<file path="config.mk">
export PLATFORM = sky130hd
export DESIGN_NAME = alu_exec_unit
export DESIGN_NICKNAME = d
export VERILOG_FILES = /design/src/rtl/alu_exec_unit.sv
export SDC_FILE = /design/constraint.sdc
export NUM_CORES = 1
export LEC_CHECK = 0
export CORE_MARGIN = 5
export CORE_UTILIZATION = 35
export DETAILED_ROUTE_END_ITERATION = 10
export HOLD_SLACK_MARGIN = 0.15
export PLACE_DENSITY = 0.55
export SYNTH_ARGS = -nofsm -noshare
export SYNTH_HDL_FRONTEND = slang
export SYNTH_SLANG_ARGS = --single-unit
export TNS_END_PERCENT = 20
</file>
<file path="constraint.sdc">
create_clock -name clk -period 10.3 [get_ports clk]
set_input_delay 1.545 -clock clk [delete_from_list [all_inputs] [get_ports clk]]
set_output_delay 1.545 -clock clk [all_outputs]
set_load 0.01 [all_outputs]
</file>
<file path="src/rtl/alu_exec_unit.sv">
`default_nettype none
// ============================================================================
// Module   : alu_exec_unit
// Purpose  : Execute-stage ALU with valid/ready handshakes on both sides and
//            a one-entry result register feeding writeback/branch logic.
//            Logical/arithmetic ops finish in one cycle. Shifts step one bit
//            per cycle unless ALU_FAST_SHIFT_EN is defined, in which case a
//            combinational barrel shifter gives every op a latency of one.
// Config   : `define ALU_FAST_SHIFT_EN  -> barrel shifter, SHIFT state unused
// Revision : 1.0 - initial release
// ============================================================================
module alu_exec_unit #(
    parameter int XLEN    = 32,
    parameter int SHAMT_W = 5
) (
    input  logic            clk,
    input  logic            rst_n,
    input  logic            in_valid,
    output logic            in_ready,
    input  logic [3:0]      alu_control,
    input  logic [XLEN-1:0] src_a,
    input  logic [XLEN-1:0] src_b,
    output logic            out_valid,
    input  logic            out_ready,
    output logic [XLEN-1:0] result,
    output logic            zero
);

    // ALUControl encodings from the decoder
    localparam logic [3:0] c_op_add  = 4'b0000;
    localparam logic [3:0] c_op_sub  = 4'b0001;
    localparam logic [3:0] c_op_and  = 4'b0010;
    localparam logic [3:0] c_op_or   = 4'b0011;
    localparam logic [3:0] c_op_xor  = 4'b0100;
    localparam logic [3:0] c_op_sll  = 4'b0101;
    localparam logic [3:0] c_op_srl  = 4'b0110;
    localparam logic [3:0] c_op_sra  = 4'b0111;
    localparam logic [3:0] c_op_slt  = 4'b1000;
    localparam logic [3:0] c_op_sltu = 4'b1001;
    localparam logic [3:0] c_op_lui  = 4'b1010;
    localparam logic [3:0] c_op_xori = 4'b1111;

    typedef enum logic [1:0] {
        S_IDLE  = 2'd0,
        S_SHIFT = 2'd1,
        S_DONE  = 2'd2
    } state_t;

    state_t            state_q, state_d;
    logic [XLEN-1:0]   result_q, result_d;
    logic              zero_q, zero_d;

    logic              w_accept;
    logic [SHAMT_W-1:0] w_shamt;
    logic [XLEN-1:0]   w_op_result;
    logic              w_iter_start;   // accepted op needs the iterative shifter
    logic              w_iter_last;    // final shift step happens this cycle
    logic [XLEN-1:0]   w_iter_value;   // value produced by the final shift step

    assign w_shamt   = src_b[SHAMT_W-1:0];

    // A new op can enter when idle, or when the held result leaves this cycle
    assign in_ready  = (state_q == S_IDLE) || ((state_q == S_DONE) && out_ready);
    assign w_accept  = in_valid && in_ready;

    assign out_valid = (state_q == S_DONE);
    assign result    = result_q;
    assign zero      = zero_q;

    // Single-cycle result for the op presented on the input port
    always_comb begin
        w_op_result = '0;
        case (alu_control)
            c_op_add:           w_op_result = src_a + src_b;
            c_op_sub:           w_op_result = src_a - src_b;
            c_op_and:           w_op_result = src_a & src_b;
            c_op_or:            w_op_result = src_a | src_b;
            c_op_xor, c_op_xori: w_op_result = src_a ^ src_b;
            c_op_slt:           w_op_result = {{(XLEN-1){1'b0}}, ($signed(src_a) < $signed(src_b))};
            c_op_sltu:          w_op_result = {{(XLEN-1){1'b0}}, (src_a < src_b)};
            c_op_lui:           w_op_result = src_b;
`ifdef ALU_FAST_SHIFT_EN
            c_op_sll:           w_op_result = src_a << w_shamt;
            c_op_srl:           w_op_result = src_a >> w_shamt;
            c_op_sra:           w_op_result = $signed(src_a) >>> w_shamt;
`else
            // Only reaches the result register when shamt is zero;
            // non-zero amounts go through the iterative shifter.
            c_op_sll, c_op_srl, c_op_sra: w_op_result = src_a;
`endif
            default:            w_op_result = '0;
        endcase
    end

`ifndef ALU_FAST_SHIFT_EN
    logic [XLEN-1:0]    acc_q, acc_d;
    logic [SHAMT_W-1:0] cnt_q, cnt_d;
    logic [3:0]         op_q, op_d;
    logic [XLEN-1:0]    w_acc_step;

    function automatic logic f_is_shift(input logic [3:0] op);
        return (op == c_op_sll) || (op == c_op_srl) || (op == c_op_sra);
    endfunction

    assign w_iter_start = f_is_shift(alu_control) && (w_shamt != '0);
    assign w_iter_last  = (state_q == S_SHIFT) && (cnt_q == SHAMT_W'(1));
    assign w_iter_value = w_acc_step;

    // One-bit shift of the accumulator in the direction/fill of the latched op
    always_comb begin
        w_acc_step = acc_q;
        case (op_q)
            c_op_sll: w_acc_step = {acc_q[XLEN-2:0], 1'b0};
            c_op_srl: w_acc_step = {1'b0, acc_q[XLEN-1:1]};
            default:  w_acc_step = {acc_q[XLEN-1], acc_q[XLEN-1:1]};
        endcase
    end

    // Load the shifter on accept, then step it once per SHIFT cycle
    always_comb begin
        acc_d = acc_q;
        cnt_d = cnt_q;
        op_d  = op_q;
        if (w_accept && w_iter_start) begin
            acc_d = src_a;
            cnt_d = w_shamt;
            op_d  = alu_control;
        end else if (state_q == S_SHIFT) begin
            acc_d = w_acc_step;
            cnt_d = cnt_q - SHAMT_W'(1);
        end
    end

    // Shifter registers
    always_ff @(posedge clk or negedge rst_n) begin
        if (!rst_n) begin
            acc_q <= '0;
            cnt_q <= '0;
            op_q  <= '0;
        end else begin
            acc_q <= acc_d;
            cnt_q <= cnt_d;
            op_q  <= op_d;
        end
    end
`else
    assign w_iter_start = 1'b0;
    assign w_iter_last  = 1'b0;
    assign w_iter_value = '0;
`endif

    // Next-state and result-register update
    always_comb begin
        state_d  = state_q;
        result_d = result_q;
        zero_d   = zero_q;
        case (state_q)
            S_IDLE, S_DONE: begin
                if ((state_q == S_DONE) && out_ready) begin
                    state_d = S_IDLE;
                end
                if (w_accept) begin
                    if (w_iter_start) begin
                        state_d = S_SHIFT;
                    end else begin
                        result_d = w_op_result;
                        zero_d   = (w_op_result == '0);
                        state_d  = S_DONE;
                    end
                end
            end
            S_SHIFT: begin
                if (w_iter_last) begin
                    result_d = w_iter_value;
                    zero_d   = (w_iter_value == '0);
                    state_d  = S_DONE;
                end
            end
            default: state_d = S_IDLE;
        endcase
    end

    // State and result registers; reset discards any op in flight
    always_ff @(posedge clk or negedge rst_n) begin
        if (!rst_n) begin
            state_q  <= S_IDLE;
            result_q <= '0;
            zero_q   <= 1'b1;
        end else begin
            state_q  <= state_d;
            result_q <= result_d;
            zero_q   <= zero_d;
        end
    end

endmodule
`default_nettype wire
</file>
==> Yosys cells after proc, flatten, opt, wreduce, memory -nomap -nowiden <==
Index checks and enable logic that the tools add are counted.
{ "totals": {"ff_bits": 76, "input_bits": 72, "out_inout_bits": 35} }
{ "op_classes": {"n_addsub": 3, "magnitude_cmp": 2, "eq_ne": 20, "n_mux": 19, "bitwise_logic": 3, "reduce_logical": 20} }
{ "ops": {"columns": ["operator", "n"], "rows": [
  ["$pmux 32 s9", 1],
  ["$mux 32", 5],
  ["$pmux 32 s2", 2],
  ["$logic_not 32->1", 2],
  ["$lt 32x32->1", 2],
  ["$add 32x32->32", 1],
  ["$and 32x32->32", 1],
  ["$or 32x32->32", 1],
  ["$sub 32x32->32", 1],
  ["$xor 32x32->32", 1],
  ["$eq 4x3->1 const B", 6],
  ["$eq 4x4->1 const B", 4],
  ["$mux 5", 2],
  ["$eq 4x2->1 const B", 2],
  ["$mux 2", 4],
  ["$ne 2x2->1 const B", 3],
  ["$eq 5x1->1 const B", 1],
  ["$logic_and 1x1->1", 5],
  ["$reduce_bool 5->1", 1],
  ["$sub 5x1->5 const B", 1],
  ["$eq 4x1->1 const B", 1],
  ["$logic_not 4->1", 1],
  ["$pmux 2 s2", 1],
  ["$reduce_and 4->1", 1],
  ["other kinds (11)", 17]
]} }

==> Logic depth before layout (Yosys ltp) <==
Gate-level depths: netlist of the first run.
{ "depth": {"ltp_word": 7, "ltp_mapped": 15, "mapped_depth_nobuf": 14} }

==> Worst setup path before layout of the first run <==
No wires, ideal clock.
{ "synth_timing": {"path_kind": "in2reg", "startpoint": "in src_a[0]", "endpoint": "reg zero_q (netlist: zero)", "setup_ps": 86, "arrival_ps": 5049, "required_ps": 10214, "slack_ps": 5165, "cell_stages": 14, "n_path_buf": 0, "path_cell_list": "inv_1 ha_1 fa_1 mux2i_1 a32o_1 a2111o_1 nor2_1 nand4_1 or4_1 or4_1 or4_1 nor4_2 nand3_1 o31ai_2"} }
{ "synth_via": {"elab_chain_len": 6} }
{ "synth_rtl": {"columns": ["element", "line", "source"], "rows": [
  ["start, declared", "21", "input logic [XLEN-1:0] src_a,"],
  ["$sub 32x32->32 (tied with other cells)", "75", "c_op_sub: w_op_result = src_a - src_b;"],
  ["$pmux 32 s9 (*)", "73", "case (alu_control)"],
  ["$logic_not 32->1 (*)", "167", "zero_d = (w_op_result == '0);"],
  ["$mux 1 (*)", "163", "if (w_iter_start) begin"],
  ["$mux 1 (*)", "162", "if (w_accept) begin"],
  ["$pmux 1 s2 (*)", "157", "case (state_q)"],
  ["end signal, assigned", "192", "zero_q <= zero_d;"],
  ["end, declared", "51", "logic zero_q, zero_d;"]
]} }
Every way passes the cells marked *; elsewhere a longest branch is shown, timed or not. The select of a mux whose other input is x is not followed.
A chain may end at the register's enable or synchronous reset.

==> Worst setup path in the final report of the first run <==
{ "layout_timing": {"startpoint": "in alu_control[1]", "endpoint": "reg zero_q (netlist: zero)"} }
{ "layout_via": {"elab_chain_len": 7} }
{ "layout_rtl": {"columns": ["element", "line", "source"], "rows": [
  ["start, declared", "20", "input logic [3:0] alu_control,"],
  ["$eq 4x3->1 (tied with other cells)", "73, 102", null],
  ["$reduce_or 3->1 or $reduce_or 2->1 (tied branches)", "73", null],
  ["$pmux 32 s9", "73", null],
  ["$logic_not 32->1", "167", null],
  ["$mux 1", "163", null],
  ["$mux 1", "162", null],
  ["$pmux 1 s2", "157", null]
]} }
Parallel ways exist; a longest one is shown, timed or not. The select of a mux whose other input is x is not followed.

==> reports/metrics.csv, run 1 <==
metric,value,unit
max_stage_delay,890,ps
dr_total_vias,11100,
period_share,0.592,
antenna_found_initial,0,
drv_slew,0,
num_io_pins,107,
dp_hpwl,30900,um
dieWidth,179,um
rsz0062_at_grt,no,
grt_max_degree,89,
tightestPinTransition,982,ps
max_slew_margin,0.345,
yosys.area_share.simple,0.249,
synth_compound_area_frac,0.333,
setup_viol,0,
numClockSinks,76,
synth_xor_xnor_area_share,0.00791,
max_cap_violations,0,
nets,1627,
ir_drop,82.2,uV
die_area,32000,sq um
synth_top_family_by_area,compound AO/OA/AOI/OAI gates,
drive_above_1_share,0.0507,
dr.first_iter.drc_count,1327,
drc,0,
path_max_fanout,23,
outcome,finished clean,
max_freq,0.164,GHz
holdWs,472,ps
path_cells,clkdlybuf4s50_1 > and4_1 > a21oi_2 > o21ai_1 > a221oi_2 > nand4_1 > or4_1 > or4_1 > or4_1 > nor4_2 > nand3_1 > o31ai_2,
clock_skew,6.86,ps
clock_path_buffers,2,
holdBufCountCts,0,
p_per_area,168,nW/um^2
diodes,0,
rrSetupSlack,6230,ps
cts_tree,built,
ys_seq_area_frac,0.191,
postCtsSetupBuffers,0,
tns,0,ps
synth_ff_type,dfrtp_1,
slowest_stage,clkdlybuf4s50_1,
crit_arrival,6360,ps
critical_path_class,in -> reg,
cp_common_cell,or4_1,
start_util,0.357,
cts-buffers-inserted,9,
via_per_inst,6.04,
p_leak,4.88,nW
grt.total_usage,0.247,
cts_resized,0,
cts-htree-levels,3,
final-hold-violation-count,0,
synth_seq_cells,76,
power,0.00195,W
die_h,179,um
async_flop_share,1.00,
first_pass_iters,6,
drtAntennaViolNets,0,
gp_congestion,0.949,
numPortBuffers,106,
yosys.area_share.adder,0.127,
syn_area,9970,sq um
critPathRequiredTime,10560,ps
worstRegToRegCells,12,
syn_nets,1585,
core-area,27900,sq um
grt_pass1_wl,61500,um
cts-root-buf,clkbuf_16,
area_growth,16.3,%
clkSlewWorstSetupHoldPaths,60,ps
grt_pass1_vias,10300,
ys_warn_count,0,
min_path_type,reg -> reg,
syn_inst,1413,
setup.worst_path.start_class,primary input,
synth_edf_count,0,
grt_overflow,0,
clk-insertion-delay-late,340,ps
cp-end-kind,flop,
synthMuxAreaShare,0.0136,
num_rows,61,
hold_depth,2,
wl_per_cell,22.0,um
drt_wl_total,40400,um
min_period,6100,ps
ys_types,83,
avgSynthCellArea,7.05,sq um
[sequential cells by signal (all words and copies together) (netlist names)]
signal   cells
result      32
cnt_q        5
state_q      2
zero         1
acc_q       32
op_q         4
[metrics by stage]
stage | instance area (sq um) | setup slack, ps | utilization | std cells
floorplan | 9970 | 5170 | - | 1413
global route | 11600 | 3990 | 0.415 | 1838
detailed placement | 11300 | 3900 | 0.404 | 1822
global placement | 11300 | 3980 | 0.404 | 1822
finish | 11600 | 4200 | 0.415 | 1838
CTS | 11600 | 4250 | 0.415 | 1838
[synthesized netlist by cell type (5+ instances only)]
cell | n | share of area
ha_1 | 98 | 0.12
o22ai_1 | 6 | 0.0038
o31ai_1 | 21 | 0.016
o211ai_1 | 24 | 0.018
or2_2 | 8 | 0.0050
a31oi_1 | 9 | 0.0056
a22oi_1 | 10 | 0.0075
nand4_1 | 14 | 0.0088
a32oi_1 | 5 | 0.0044
buf_2 | 5 | 0.0025
a221oi_1 | 11 | 0.0097
a21o_1 | 20 | 0.015
nand3b_1 | 5 | 0.0038
o21bai_1 | 11 | 0.0083
nand2b_1 | 10 | 0.0063
a311oi_1 | 6 | 0.0053
nor3_1 | 42 | 0.021
dfrtp_1 | 75 | 0.19
nand2_1 | 193 | 0.073
nor4b_1 | 6 | 0.0053
nand3_1 | 53 | 0.027
or3_1 | 13 | 0.0082
a211oi_1 | 26 | 0.020
nor2b_1 | 14 | 0.0088
inv_1 | 103 | 0.039
o21ai_0 | 151 | 0.076
o21a_1 | 11 | 0.0083
and3_1 | 13 | 0.0082
clkbuf_1 | 71 | 0.027
xnor2_1 | 5 | 0.0044
nor2_1 | 101 | 0.038
a21oi_1 | 100 | 0.050
or4_1 | 7 | 0.0053
o311ai_0 | 6 | 0.0053
nor3b_1 | 5 | 0.0038
nor4_1 | 16 | 0.010
a2111oi_0 | 7 | 0.0062
mux2i_1 | 9 | 0.0090
o32ai_1 | 5 | 0.0044
a221o_1 | 14 | 0.014
buf_1 | 9 | 0.0034
[worst max-delay path, delay by kind of cell]
family,cells,cell delay (ps)
simple gates,7,2540
compound gates,4,1350
buf+inv,1,890
[layer usage]
| metal | wire [um] | vias up | track usage |
|---|---|---|---|
| met5 | 0 | - | 0 |
| met4 | 861 | 0 | 0.0556 |
| met3 | 3540 | 57 | 0.0409 |
| met2 | 17600 | 508 | 0.378 |
| met1 | 18400 | 5300 | 0.365 |
| li1 | - | 5233 | - |
[placed cells by master (no fill, tap or decap), drive strengths merged, types with 10 or more instances in the layout]
cell	netlist	final
nand2	193	193
o21ai	152	152
clkdlybuf4s50	0	104
inv	103	103
nor2	103	103
a21oi	101	101
ha	98	98
dfrtp	75	75
nand3	53	53
nor3	42	42
a211oi	27	27
o211ai	24	24
o31ai	22	22
a21o	20	20
buf	22	20
nor4	17	17
nor2b	15	15
a221o	14	14
nand4	14	14
and3	13	13
or3	13	13
a221oi	12	12
clkbuf	71	12
o21a	11	11
o21bai	11	11
nand2b	10	10
a22oi	10	10
[report_power, final]
group          switching (W)  total [W]  leakage (nW)  internal [W]
sequential          0.000122   0.000563         0.901      0.000441
clock               0.000121   0.000321         0.149      0.000200
combinational       0.000638    0.00106          3.83      0.000424
[logic make-up (layout without fill, tap and decap cells)]
kind of cell / count (synthesis) / in the layout
adders and majority gates: 100 / 100
AOI/OAI and AO/OA: 500 / 500
and+or+nand+nor: 519 / 519
buffers and inverters: 196 / 243
muxes: 13 / 13
DFF: 76 / 76
xor gates and xnor gates: 9 / 9
[worst paths after layout]
| path | start | end |
|---|---|---|
| min in group asynchronous | rst_n | cnt_q[4] |
| worst max register to register | state_q[0] | zero |
| worst min register to register | result[22] | result[22] |
| max in group asynchronous | rst_n | acc_q[26] |
| worst min-delay path | result[22] | result[22] |
| worst max-delay path | alu_control[1] | zero |
[cell type report]
type                       count  area (sq um)
multi-input combinational   1141          7340
clock inverter                 4          47.5
fill                        2986         16300
sequential                    76          1900
inverter                     103           387
clock buffer                  12           256
timing repair buffer         124          1190
tap                          378           473
No activity file was read; power rests on OpenSTA's default activity.
==> inputs of run 2 (changes only) <==
--- a/config.mk
+++ b/config.mk
@@ -9,7 +9,7 @@
 export CORE_UTILIZATION = 35
 export DETAILED_ROUTE_END_ITERATION = 10
 export HOLD_SLACK_MARGIN = 0.15
-export PLACE_DENSITY = 0.55
+export PLACE_DENSITY = 0.57
 export SYNTH_ARGS = -nofsm -noshare
 export SYNTH_HDL_FRONTEND = slang
 export SYNTH_SLANG_ARGS = --single-unit
==> constraint.sdc (replaced) <==
create_clock -name clk -period 5 [get_ports clk]
set_input_delay 0.75 -clock clk [delete_from_list [all_inputs] [get_ports clk]]
set_output_delay 0.75 -clock clk [all_outputs]
set_load 0.01 [all_outputs]
==> reports/metrics.csv, run 2 (synthesized netlist as in run 1, its figures left out) <==
metric,value,unit,change
cts-htree-levels,3,,unchanged
area_growth,27.0,%,was 16.3%
drt_wl_total,41400,um,was 40400 um
setup_viol,0,,unchanged
cts-buffers-inserted,9,,unchanged
p_per_area,325,nW/um^2,was 168 nW/um^2
grt.total_usage,0.253,,was 0.247
numPortBuffers,106,,unchanged
seqCellArea,1900,sq um,unchanged
clkSlewWorstSetupHoldPaths,60,ps,about the same
cp-end-kind,flop,,unchanged
drive_above_1_share,0.134,,was 0.0507
final_util,0.453,,was 0.415
final-hold-violation-count,0,,unchanged
place_area,12400,sq um,was 11300 sq um
p_leak,5.56,nW,was 4.88 nW
die_area,32000,sq um,unchanged
gp_congestion,1.01,,was 0.949
rsz0062_at_grt,no,,unchanged
dieWidth,179,um,unchanged
nFillCells,2920,,was 2986
first_pass_iters,6,,unchanged
wl_per_cell,20.9,um,was 22.0 um
final_cell_count_no_fill,1978,,was 1838
finalInstanceArea,12700,sq um,was 11600 sq um
tightestPinTransition,1200,ps,was 982 ps
period_share,0.964,,
numClockSinks,76,,unchanged
diodes,0,,unchanged
core-area,27900,sq um,unchanged
mostFrequentLayoutCells,"nand2_1 (193), buf_4 (157), o21ai_0 (151)",,"was nand2_1 (193), o21ai_0 (151), clkdlybuf4s50_1 (104)"
drc,0,,unchanged
min_path_type,reg -> reg,,unchanged
antenna_found_initial,0,,unchanged
clock_skew,10.0,ps,was 6.86 ps
min_period,4820,ps,
outcome,finished clean,,unchanged
die_h,179,um,unchanged
nets,1767,,was 1627
max_slew_margin,0.201,,was 0.345
drv_slew,0,,unchanged
max_freq,0.208,GHz,
cts_tree,built,,unchanged
dp.cells,1962,,was 1822
path_max_fanout,2,,was 23
grt_pass1_wl,63000,um,was 61500 um
grt_pass1_vias,10900,,was 10300
cts-root-buf,clkbuf_16,,unchanged
start_util,0.357,,unchanged
crit_arrival,5070,ps,was 6360 ps
via_per_inst,5.89,,was 6.04
setup.worst_path.start_class,primary input,,unchanged
critical_path_class,in -> reg,,unchanged
critPathRequiredTime,5250,ps,was 10560 ps
max_cap_violations,0,,unchanged
drtAntennaViolNets,0,,unchanged
grt_overflow,0,,unchanged
clock_path_buffers,2,,unchanged
multi_input_area,7340,sq um,about the same
clk-insertion-delay-late,340,ps,about the same
num_io_pins,107,,unchanged
dp_hpwl,32900,um,was 30900 um
grt_max_degree,77,,was 89
dr_total_vias,11700,,was 11100
ir_drop,183,uV,was 82.2 uV
mostFrequentLayoutCell,nand2_1,,unchanged
num_rows,61,,unchanged
dr.first_iter.drc_count,1251,,was 1327
[run 2: cell types whose count changed in the layout (fill, tap and decap cells not counted)]
cell,delta
o311ai_1,+2
clkbuf_1,-1
a2111oi_1,+1
o311ai_0,-2
buf_4,+138
clkbuf_8,+1
buf_12,+2
clkinv_2,+1
bufinv_16,-1
a2111oi_0,-1
[run 2: final cells by class]
type | instances | share of cell area
sequential | 76 | 0.150
clock inverter | 4 | 0.00178
inverter | 103 | 0.0306
timing repair buffer | 264 | 0.179
tap | 378 | 0.0374
clock buffer | 12 | 0.0211
multi-input combinational | 1141 | 0.580
[run 2: metal layers]
layer,wire length [um],vias to the layer above,track usage
met4,1090,0,0.0758
met2,17900,489,0.385
met3,3510,59,0.0403
li1,-,5554,-
met1,18900,5552,0.368
met5,0,-,0
[run 2: worst max-delay path, cell delays in order]
cell             delay [ps]
clkdlybuf4s50_1         480
inv_1                    60
ha_1                    220
fa_1                    480
mux2i_1                  70
a32o_1                  270
a2111o_1                370
nor2_1                  120
nand4_1                 120
or4_1                   520
or4_1                   510
or4_1                   540
nor4_2                  210
nand3_1                 130
o31ai_2                 220
[run 2: repair_timing]
| action | 4_1_cts | 5_1_grt |
|---|---|---|
| endpoints found under the setup margin | 0 | 1 |
| buffers inserted | 0 | 0 |
| resized for setup | 0 | 3 |
| hold buffers | 0 | 0 |
[run 2: power breakdown]
part / leakage [nW] / internal, W / switching (W)
Sequential: 0.901 / 0.000909 / 0.000254
Clock: 0.144 / 0.000374 / 0.000247
Combinational: 4.51 / 0.000990 / 0.00134
[run 2: metrics by stage]
step	hold slack, ps	setup WS [ps]	total power, W	TNS (ps)
floorplan	431	660	0.00247	0
global placement	448	-182	0.00343	-184
detailed placement	453	-203	0.00347	-203
CTS	469	135	0.00411	0
global route	480	50.3	0.00445	0
finish	465	182	0.00411	0
[run 2: path summary, 6_finish.rpt]
kind | start | slack (ps) | to | depth (start not counted)
setup / recovery | src_a[0] | 180 | zero | 15
hold / removal | op_q[2] | 470 | op_q[2] | 1
setup reg to reg | state_q[0] | 1260 | zero | 11
hold reg to reg | op_q[2] | 470 | op_q[2] | 1
max in group asynchronous | rst_n | 3820 | acc_q[18] | 1
min in group asynchronous | rst_n | 560 | cnt_q[4] | 1
==> inputs of run 3 (changes only) <==
--- a/config.mk
+++ b/config.mk
@@ -9,7 +9,8 @@
 export CORE_UTILIZATION = 35
 export DETAILED_ROUTE_END_ITERATION = 10
 export HOLD_SLACK_MARGIN = 0.15
-export PLACE_DENSITY = 0.57
+export PLACE_DENSITY = 0.55
+export SLEW_MARGIN = 30
 export SYNTH_ARGS = -nofsm -noshare
 export SYNTH_HDL_FRONTEND = slang
 export SYNTH_SLANG_ARGS = --single-unit
==> constraint.sdc (replaced) <==
create_clock -name clk -period 4.87 [get_ports clk]
set_input_delay 0.7305 -clock clk [delete_from_list [all_inputs] [get_ports clk]]
set_output_delay 0.7305 -clock clk [all_outputs]
set_load 0.01 [all_outputs]
==> reports/metrics.csv, run 3 (synthesized netlist as in run 1, its figures left out) <==
metric,value,unit,change
die_h,179,um,unchanged
clock_path_buffers,2,,unchanged
rsz0062_at_grt,no,,unchanged
mostFrequentLayoutCell,nand2_1,,unchanged
die_area,32000,sq um,unchanged
first_pass_iters,8,,was 6
final-hold-violation-count,0,,unchanged
max_cap_violations,0,,unchanged
cts-root-buf,clkbuf_16,,unchanged
grt_overflow,0,,unchanged
crit_arrival,4900,ps,was 5070 ps
drive_above_1_share,0.152,,was 0.134
drtAntennaViolNets,0,,unchanged
critPathBufInv,2,,unchanged
min_path_type,in -> async,,was reg -> reg
nets,1797,,was 1767
max_stage_delay,530,ps,was 540 ps
setup.worst_path.start_class,primary input,,unchanged
core-area,27900,sq um,unchanged
grt.total_usage,0.257,,was 0.253
slowest_stage,or4_1,,unchanged
min_period,4630,ps,
num_rows,61,,unchanged
grt_pass1_vias,11000,,was 10900
drc,0,,unchanged
cts_tree,built,,unchanged
worstRegToRegCells,11,,unchanged
numPortBuffers,106,,unchanged
antenna_found_initial,1,,was 0
area_growth,29.5,%,was 27.0%
period_share,0.952,,
clkSlewWorstSetupHoldPaths,60,ps,about the same
path_cells,clkdlybuf4s50_1 > inv_1 > ha_1 > fa_1 > mux2i_1 > a32o_1 > a2111o_1 > nor2_2 > nand4_1 > or4_1 > or4_4 > or4_4 > nor4_4 > nand3_1 > o31ai_2,,was clkdlybuf4s50_1 > inv_1 > ha_1 > fa_1 > mux2i_1 > a32o_1 > a2111o_1 > nor2_1 > nand4_1 > or4_1 > or4_1 > or4_1 > nor4_2 > nand3_1 > o31ai_2
p_leak,5.71,nW,was 5.56 nW
cts-buffers-inserted,9,,unchanged
num_io_pins,107,,unchanged
grt_max_degree,87,,was 77
max_freq,0.216,GHz,
critical_path_class,in -> reg,,unchanged
finalInstanceArea,12900,sq um,was 12700 sq um
start_util,0.357,,unchanged
via_per_inst,5.83,,was 5.89
clock_skew,8.79,ps,was 10.0 ps
p_per_area,333,nW/um^2,was 325 nW/um^2
clk-insertion-delay-late,340,ps,about the same
wl_per_cell,20.9,um,about the same
critPathRequiredTime,5130,ps,was 5250 ps
dieWidth,179,um,unchanged
numClockSinks,76,,unchanged
max_slew_margin,0.428,,was 0.201
grt_pass1_wl,63800,um,was 63000 um
cp_common_cell,or4_4,,was or4_1
drv_slew,0,,unchanged
dp_hpwl,33400,um,was 32900 um
ir_drop,215,uV,was 183 uV
gp_congestion,0.961,,was 1.01
setup_viol,0,,unchanged
critPathTopFamily,simple AND/OR/NAND/NOR gates,,unchanged
cp-end-kind,flop,,unchanged
outcome,finished clean,,unchanged
drt_wl_total,42000,um,was 41400 um
place_area,12600,sq um,was 12400 sq um
tightestPinTransition,856,ps,was 1200 ps
dr.first_iter.drc_count,1391,,was 1251
place_worst_setup_slack,-367,ps,was -203 ps
dr_total_vias,11700,,about the same
diodes,0,,unchanged
mostFrequentLayoutCells,"nand2_1 (193), buf_4 (186), o21ai_0 (151)",,"was nand2_1 (193), buf_4 (157), o21ai_0 (151)"
cts-htree-levels,3,,unchanged
path_max_fanout,2,,unchanged
path_depth,15,,unchanged
fin_ws,236,ps,was 182 ps
run 3: cell types whose count changed in the layout (fill, tap and decap cells not counted):
cell,previous run,this run
or4_4,0,2
nor4_2,2,1
clkbuf_1,0,2
nor2_2,2,3
clkbuf_8,3,0
buf_6,0,1
nor4_4,0,1
a2111oi_2,0,1
nor2_1,100,99
a2111oi_0,6,5
bufinv_16,0,1
buf_4,157,186
or4_1,7,5
run 3: final cells by class:
class / instances / area, sq um
flip-flops and latches: 76 / 1900
repair buffers: 294 / 2490
inverters: 103 / 387
clock buffers: 11 / 233
well taps: 378 / 473
multi-input cells: 1141 / 7360
clock inverters: 5 / 52.6
fillers: 2894 / 15000
run 3: path summary, 6_finish.rpt:
path,startpoint,end,slack [ps]
worst max-delay path,src_a[0],zero,240
worst min-delay path,rst_n,result[2],400
worst max register to register,cnt_q[2],zero,1480
worst min register to register,op_q[2],op_q[2],460
max in group asynchronous,rst_n,result[0],3960
min in group clk,op_q[2],op_q[2],460
run 3: metal layers:
metal  GRT usage  wire length, um  share of wire
met1       0.372            19500           0.46
met2       0.392            17900           0.43
met3      0.0458             3460          0.082
met4      0.0739             1120          0.027
met5           0                0              0
run 3: report_power, final:
group	internal, W	leakage (nW)	switching, W
clock	0.000394	0.139	0.000262
sequential	0.000933	0.901	0.000254
combinational	0.00105	4.67	0.00140
total	0.00238	5.71	0.00191
run 3: repair_timing:
action                                  4_1_cts  5_1_grt
buffers inserted                              0        1
gates resized for setup                       2        7
hold buffers                                  0        0
endpoints found under the setup margin        1        1
pin swaps                                     0        4
run 3: worst reg2reg max path, stage by stage (launching register included):
cell and delay, ps:
dfrtp_1 410, nor3_1 320, and3_1 280, a31oi_4 50, nor2_2 140, nand4_1 100, or4_1 530, or4_4 500
or4_4 460, nor4_4 210, nand3_1 110, o31ai_2 180
run 3: metrics by stage:
stage / hold WS [ps] / instances / total power (W) / utilization / TNS (ps)
6_report: 396 / 2008 / 0.00429 / 0.462 / 0
3_5_place_dp: 446 / 1991 / 0.00361 / 0.450 / -383
5_1_grt: 474 / 2008 / 0.00464 / 0.462 / 0
2_1_floorplan: 431 / 1413 / 0.00254 / - / 0
3_3_place_gp: 448 / 1991 / 0.00357 / 0.450 / -349
4_1_cts: 460 / 2007 / 0.00428 / 0.461 / 0
